==> config.mk <==
export PLATFORM = sky130hd
export DESIGN_NAME = mips_multicycle_ctrl
export DESIGN_NICKNAME = d
export VERILOG_FILES = /design/src/rtl/mips_multicycle_ctrl.sv
export SDC_FILE = /design/constraint.sdc
export NUM_CORES = 1
export LEC_CHECK = 0
export BUFFER_PORTS_ARGS = -buffer_cell sky130_fd_sc_hd__buf_2
export CORE_MARGIN = 2
export CORE_UTILIZATION = 47
export DETAILED_ROUTE_END_ITERATION = 7
export GPL_TIMING_DRIVEN = 0
export HOLD_SLACK_MARGIN = 0.02
export PLACE_DENSITY_LB_ADDON = 0.15
export SYNTH_ARGS = -nofsm -noshare
export SYNTH_HDL_FRONTEND = slang
export SYNTH_SLANG_ARGS = --single-unit
==> constraint.sdc <==
create_clock -name clk -period 2.15 [get_ports clk]
set_input_delay 0 -clock clk [delete_from_list [all_inputs] [get_ports clk]]
set_output_delay 0 -clock clk [all_outputs]
set_load 0.02 [all_outputs]
==> src/rtl/mips_multicycle_ctrl.sv <==
// Main control FSM for the 32-bit multicycle MIPS datapath: sequences fetch,
// decode, execute, memory and writeback, and counts retired instructions.
module mips_multicycle_ctrl #(
   parameter int COUNT_W = 32
) (
   input  logic               clk,
   input  logic               rst_n,
   input  logic [5:0]         opcode,
   input  logic               jr,
   input  logic               zero,
   input  logic               mem_ready,
   output logic               ir_write,
   output logic               pc_write,
   output logic [1:0]         pc_src,
   output logic               iord,
   output logic               mem_read,
   output logic               mem_write,
   output logic               reg_write,
   output logic [1:0]         reg_dst,
   output logic [1:0]         mem_to_reg,
   output logic               alu_src_a,
   output logic [1:0]         alu_src_b,
   output logic [2:0]         alu_op,
   output logic [3:0]         state,
   output logic               illegal,
   output logic [COUNT_W-1:0] instr_count
);

   typedef enum logic [3:0] {
      S_FETCH  = 4'd0,  S_DECODE = 4'd1,  S_MEMADR = 4'd2, S_MEMRD = 4'd3,
      S_MEMWB  = 4'd4,  S_MEMWR  = 4'd5,  S_EXEC_R = 4'd6, S_RWB   = 4'd7,
      S_BRANCH = 4'd8,  S_EXEC_I = 4'd9,  S_IWB    = 4'd10, S_JUMP = 4'd11
   } state_t;

   localparam logic [5:0] OP_R    = 6'b000000, OP_LW   = 6'b100011,
                          OP_SW   = 6'b101011, OP_BEQ  = 6'b000100,
                          OP_BNE  = 6'b000101, OP_ADDI = 6'b001000,
                          OP_SLTI = 6'b001010, OP_SLTIU = 6'b001011,
                          OP_ANDI = 6'b001100, OP_ORI  = 6'b001101,
                          OP_XORI = 6'b001110, OP_J    = 6'b000010,
                          OP_JAL  = 6'b000011;

   state_t               r_state;
   state_t               w_next;
   logic                 r_illegal;
   logic [COUNT_W-1:0]   r_count;
   logic                 w_retire;

   always_comb begin
      w_next = S_FETCH;
      case (r_state)
         S_FETCH:  w_next = mem_ready ? S_DECODE : S_FETCH;
         S_DECODE: begin
            case (opcode)
               OP_R:                     w_next = S_EXEC_R;
               OP_LW, OP_SW:             w_next = S_MEMADR;
               OP_BEQ, OP_BNE:           w_next = S_BRANCH;
               OP_ADDI, OP_SLTI, OP_SLTIU,
               OP_ANDI, OP_ORI, OP_XORI: w_next = S_EXEC_I;
               OP_J, OP_JAL:             w_next = S_JUMP;
               default:                  w_next = S_FETCH;
            endcase
         end
         S_MEMADR: w_next = (opcode == OP_LW) ? S_MEMRD : S_MEMWR;
         S_MEMRD:  w_next = mem_ready ? S_MEMWB : S_MEMRD;
         S_MEMWR:  w_next = mem_ready ? S_FETCH : S_MEMWR;
         S_EXEC_R: w_next = jr ? S_FETCH : S_RWB;
         S_EXEC_I: w_next = S_IWB;
         default:  w_next = S_FETCH;
      endcase
   end

   // An instruction retires when a real execution state hands back to FETCH.
   assign w_retire = (w_next == S_FETCH) && (r_state != S_FETCH) &&
                     (r_state != S_DECODE) && (r_state <= S_JUMP);

   // NOTE: state registers use non-blocking assignments and reset asynchronously.
   always_ff @(posedge clk or negedge rst_n) begin
      if (!rst_n) begin
         r_state   <= S_FETCH;
         r_illegal <= 1'b0;
         r_count   <= '0;
      end else begin
         r_state   <= w_next;
         r_illegal <= (r_state == S_DECODE) && (w_next == S_FETCH);
         if (w_retire) r_count <= r_count + COUNT_W'(1);
      end
   end

   // NOTE: every output gets a default first so no latch is inferred.
   always_comb begin
      ir_write   = 1'b0;
      pc_write   = 1'b0;
      pc_src     = 2'b00;
      iord       = 1'b0;
      mem_read   = 1'b0;
      mem_write  = 1'b0;
      reg_write  = 1'b0;
      reg_dst    = 2'b00;
      mem_to_reg = 2'b00;
      alu_src_a  = 1'b0;
      alu_src_b  = 2'b00;
      alu_op     = 3'b000;
      if (rst_n) begin
         case (r_state)
            S_FETCH: begin
               mem_read  = 1'b1;
               alu_src_b = 2'b01;
               ir_write  = mem_ready;
               pc_write  = mem_ready;
            end
            S_DECODE: alu_src_b = 2'b11;
            S_MEMADR: begin
               alu_src_a = 1'b1;
               alu_src_b = 2'b10;
            end
            S_MEMRD: begin
               iord     = 1'b1;
               mem_read = 1'b1;
            end
            S_MEMWB: begin
               reg_write  = 1'b1;
               mem_to_reg = 2'b01;
            end
            S_MEMWR: begin
               iord      = 1'b1;
               mem_write = 1'b1;
            end
            S_EXEC_R: begin
               alu_src_a = 1'b1;
               alu_op    = 3'b110;
               pc_write  = jr;
               pc_src    = jr ? 2'b11 : 2'b00;
            end
            S_RWB: begin
               reg_write = 1'b1;
               reg_dst   = 2'b01;
            end
            S_BRANCH: begin
               alu_src_a = 1'b1;
               alu_op    = 3'b001;
               pc_src    = 2'b01;
               pc_write  = ((opcode == OP_BEQ) && zero) || ((opcode == OP_BNE) && !zero);
            end
            S_EXEC_I: begin
               alu_src_a = 1'b1;
               alu_src_b = 2'b10;
               case (opcode)
                  OP_ANDI:  alu_op = 3'b010;
                  OP_ORI:   alu_op = 3'b011;
                  OP_XORI:  alu_op = 3'b100;
                  OP_SLTI:  alu_op = 3'b101;
                  OP_SLTIU: alu_op = 3'b111;
                  default:  alu_op = 3'b000;
               endcase
            end
            S_IWB: reg_write = 1'b1;
            S_JUMP: begin
               pc_write = 1'b1;
               pc_src   = 2'b10;
               if (opcode == OP_JAL) begin
                  reg_write  = 1'b1;
                  reg_dst    = 2'b10;
                  mem_to_reg = 2'b10;
               end
            end
            default: ;
         endcase
      end
   end

   assign state       = r_state;
   assign illegal     = r_illegal;
   assign instr_count = r_count;

endmodule
==> metrics.cfg <==
[status]
status = finished, final reports clean

[final_layout]
fillers = 434
final-seq-area_um2 = 937
syn_to_final_growth_pct = 34.3
drive_above_1_share = 0.407
diodes = 0
final_cells = 418
fin_nets = 363
multi_input_area_um2 = 1510

[synthesis]
yosysSeqAreaShare = 0.386
syn-cell-area_um2 = 2400
synth-compound-area-share = 0.0949
ys_top_cells_by_area = dfrtp_1 39%, xor2_1 9.5%, nand2_1 4.4%
post-synth-top-count-cell = dfrtp_1
synth.distinct_cells = 54
yosysWarnings = 0
synth_top_area_cell = dfrtp_1
synth_nets = 277
syn-instance-count = 264
synth-edff-count = 0
synthSimpleGateAreaFrac = 0.328
syn_area_per_cell_um2 = 9.09
synth-xor-area-share = 0.121
ys_ff_latch = 37
synthFlopType = dfrtp_1
synth_top_cells_by_count = 37 x dfrtp_1, 28 x nand2_1, 26 x xor2_1, 21 x nor3_1, 17 x nor2_1
ys_async_sr_fraction = 1.00
synth_top_family_by_area = simple AND/OR/NAND/NOR gates
synthMuxAreaShare = 0.00887
synthAdderAreaFrac = 0.0104
yosysTopAreaCellShare = 0.386

[global_routing]
antenna_found_initial = 0
track_usage = 0.232
grt_pass1_vias = 2132
grt_max_degree = 38
grt_pass1_wl_mm = 10.1
grt-ovfl-total = 0

[worst_setup_path]
critPathMaxFanout = 10
required_ns = 2.37
max_stage_delay_ns = 0.45
path_delay_family = simple AND/OR/NAND/NOR gates
path_class = reg -> reg
critPathBufInv = 2
crit_path_frequent_cell = buf_6
worstPathCellList = buf_6 -> nand4b_1 -> a31oi_2 -> a2111o_1 -> buf_6 -> or4_4 -> nor3_4 -> xor2_1
crit_slowest_cell = or4_4
critPathLaunchType = flip-flop
cp-end-kind = flip-flop
worstPathArrival_ns = 2.35

[timing]
final_max_slew_viol_count = 0
rsz0062_at_grt = yes
setup_violations = 0
hold_viol_final = 0
max_freq_mhz = 470
min_period_over_period = 0.990
tightest_slew_ns = 0.502
hold_ws_ns = 0.103
fin_crit_ns = 2.13
fin_skew_ns = 0.00682
slew_headroom = 0.665

[routing]
vias = 2306
viasPerCell = 5.52
drt_wl_total_mm = 6.33
drc = 0
first_pass_iters = 4
drtIter0Drc = 119
wire_per_inst_um = 15.1
antenna_left = 0

[floorplan]
die_x_um = 75.4
start_util = 0.498
dieArea_um2 = 5690
rows = 25
num_io_pins = 66
die_h_um = 75.4
core_um2 = 4820

[cts]
cts_buffer_depth = 2
insertion_delay_ns = 0.30
cts_sinks = 37
numCtsBuffers = 5
root_buffer = clkbuf_8
h-tree-depth = 2
clk_pin_slew_ns = 0.07
cts_tree = done

[job]
maxCapViolCount = 0

[pwr]
peakVddDrop_v = 0.000446
leakage_uw = 0.00161
finalPower_uw = 2540
power-per-cell-area_nw_per_um2 = 789

[place]
io_buffers = 64
place_congestion = 0.874
dp_hpwl_mm = 4.20
dpl.cell_count = 395

[worst_hold_path]
worst_hold_path_type = in -> reg

[worst min-delay path: stages]
cell	delay (ns)
buf_2	0.14
o21ai_0	0.13
o21ai_0	0.08
[where the power goes]
group / switching (µW) / internal, µW / total, µW
combinational: 733 / 476 / 1210
sequential: 79.5 / 766 / 846
clock: 260 / 225 / 485
total: 1070 / 1470 / 2540
[sequential cells by signal, summed over array words and instances (netlist names)]
| register | count |
|---|---|
| illegal | 1 |
| instr_count | 32 |
| state | 4 |
[cell usage in the layout (no fill, tap or decap), drive strengths merged, types with 3 or more instances in the layout]
master	count
and3	4
nor4	12
nand4	4
nor2b	9
o21ai	8
nor2	17
nand3	11
nor3	23
nand2	28
dfrtp	37
inv	12
or2	4
buf	88
and4	3
nand2b	4
xnor2	7
nor3b	3
xor2	26
clkbuf	9
[cell type report]
| cell class | instances | share of cell area |
|---|---|---|
| Multi-Input combinational cell | 202 | 0.470 |
| Sequential cell | 37 | 0.291 |
| Timing Repair Buffer | 79 | 0.140 |
| Buffer | 13 | 0.0330 |
| Tap cell | 67 | 0.0260 |
| Clock buffer | 6 | 0.0225 |
| Inverter | 12 | 0.0140 |
| Clock inverter | 2 | 0.00311 |
[metrics by stage]
step           instance area, µm²  utilization  setup TNS [ns]  worst slack (ns)
3_5_place_dp                 2830        0.588           -5.23            -0.241
6_report                     3220        0.669               0            0.0206
2_1_floorplan                2430            -               0           0.00823
4_1_cts                      3090        0.642         -0.0154           -0.0108
5_1_grt                      3220        0.669          -0.971           -0.0826
3_3_place_gp                 2830        0.588           -4.19            -0.221
[routing by layer]
| metal | track usage | up-vias | routed length (µm) |
|---|---|---|---|
| li1 | - | 1111 | - |
| met1 | 0.323 | 1117 | 2880 |
| met2 | 0.366 | 69 | 3050 |
| met3 | 0.0463 | 9 | 340 |
| met4 | 0.0682 | 0 | 58 |
| met5 | 0 | - | 0 |
[repair_timing]
item / 4_1_cts / 5_1_grt
setup endpoints to repair: 31 / 29
buffers inserted: 8 / 4
gates resized for setup: 19 / 25
pin swaps: 6 / 7
hold buffers: 2 / 0
endpoints found under the hold margin: 37 / 0
cloned: 0 / 1
[worst paths after layout]
path / endpoint / depth (start not counted) / slack, ns / startpoint
setup reg to reg: instr_count[31] / 8 / 0.02 / state[1]
setup / recovery: instr_count[31] / 8 / 0.02 / state[1]
max in group asynchronous: instr_count[19] / 3 / 1.67 / rst_n
hold reg to reg: instr_count[31] / 1 / 0.46 / instr_count[31]
min in group asynchronous: instr_count[28] / 3 / 0.28 / rst_n
hold / removal: state[0] / 3 / 0.10 / opcode[3]
[kinds of logic (layout without fill, tap and decap cells)]
family / Yosys count / count (layout)
AOI/OAI and AO/OA: 30 / 30
buffers and inverters: 25 / 112
and+or+nand+nor: 135 / 135
xor gates and xnor gates: 33 / 33
DFF: 37 / 37
muxes: 2 / 2
adders and majority gates: 2 / 2
(Power assumes the default switching activity.)
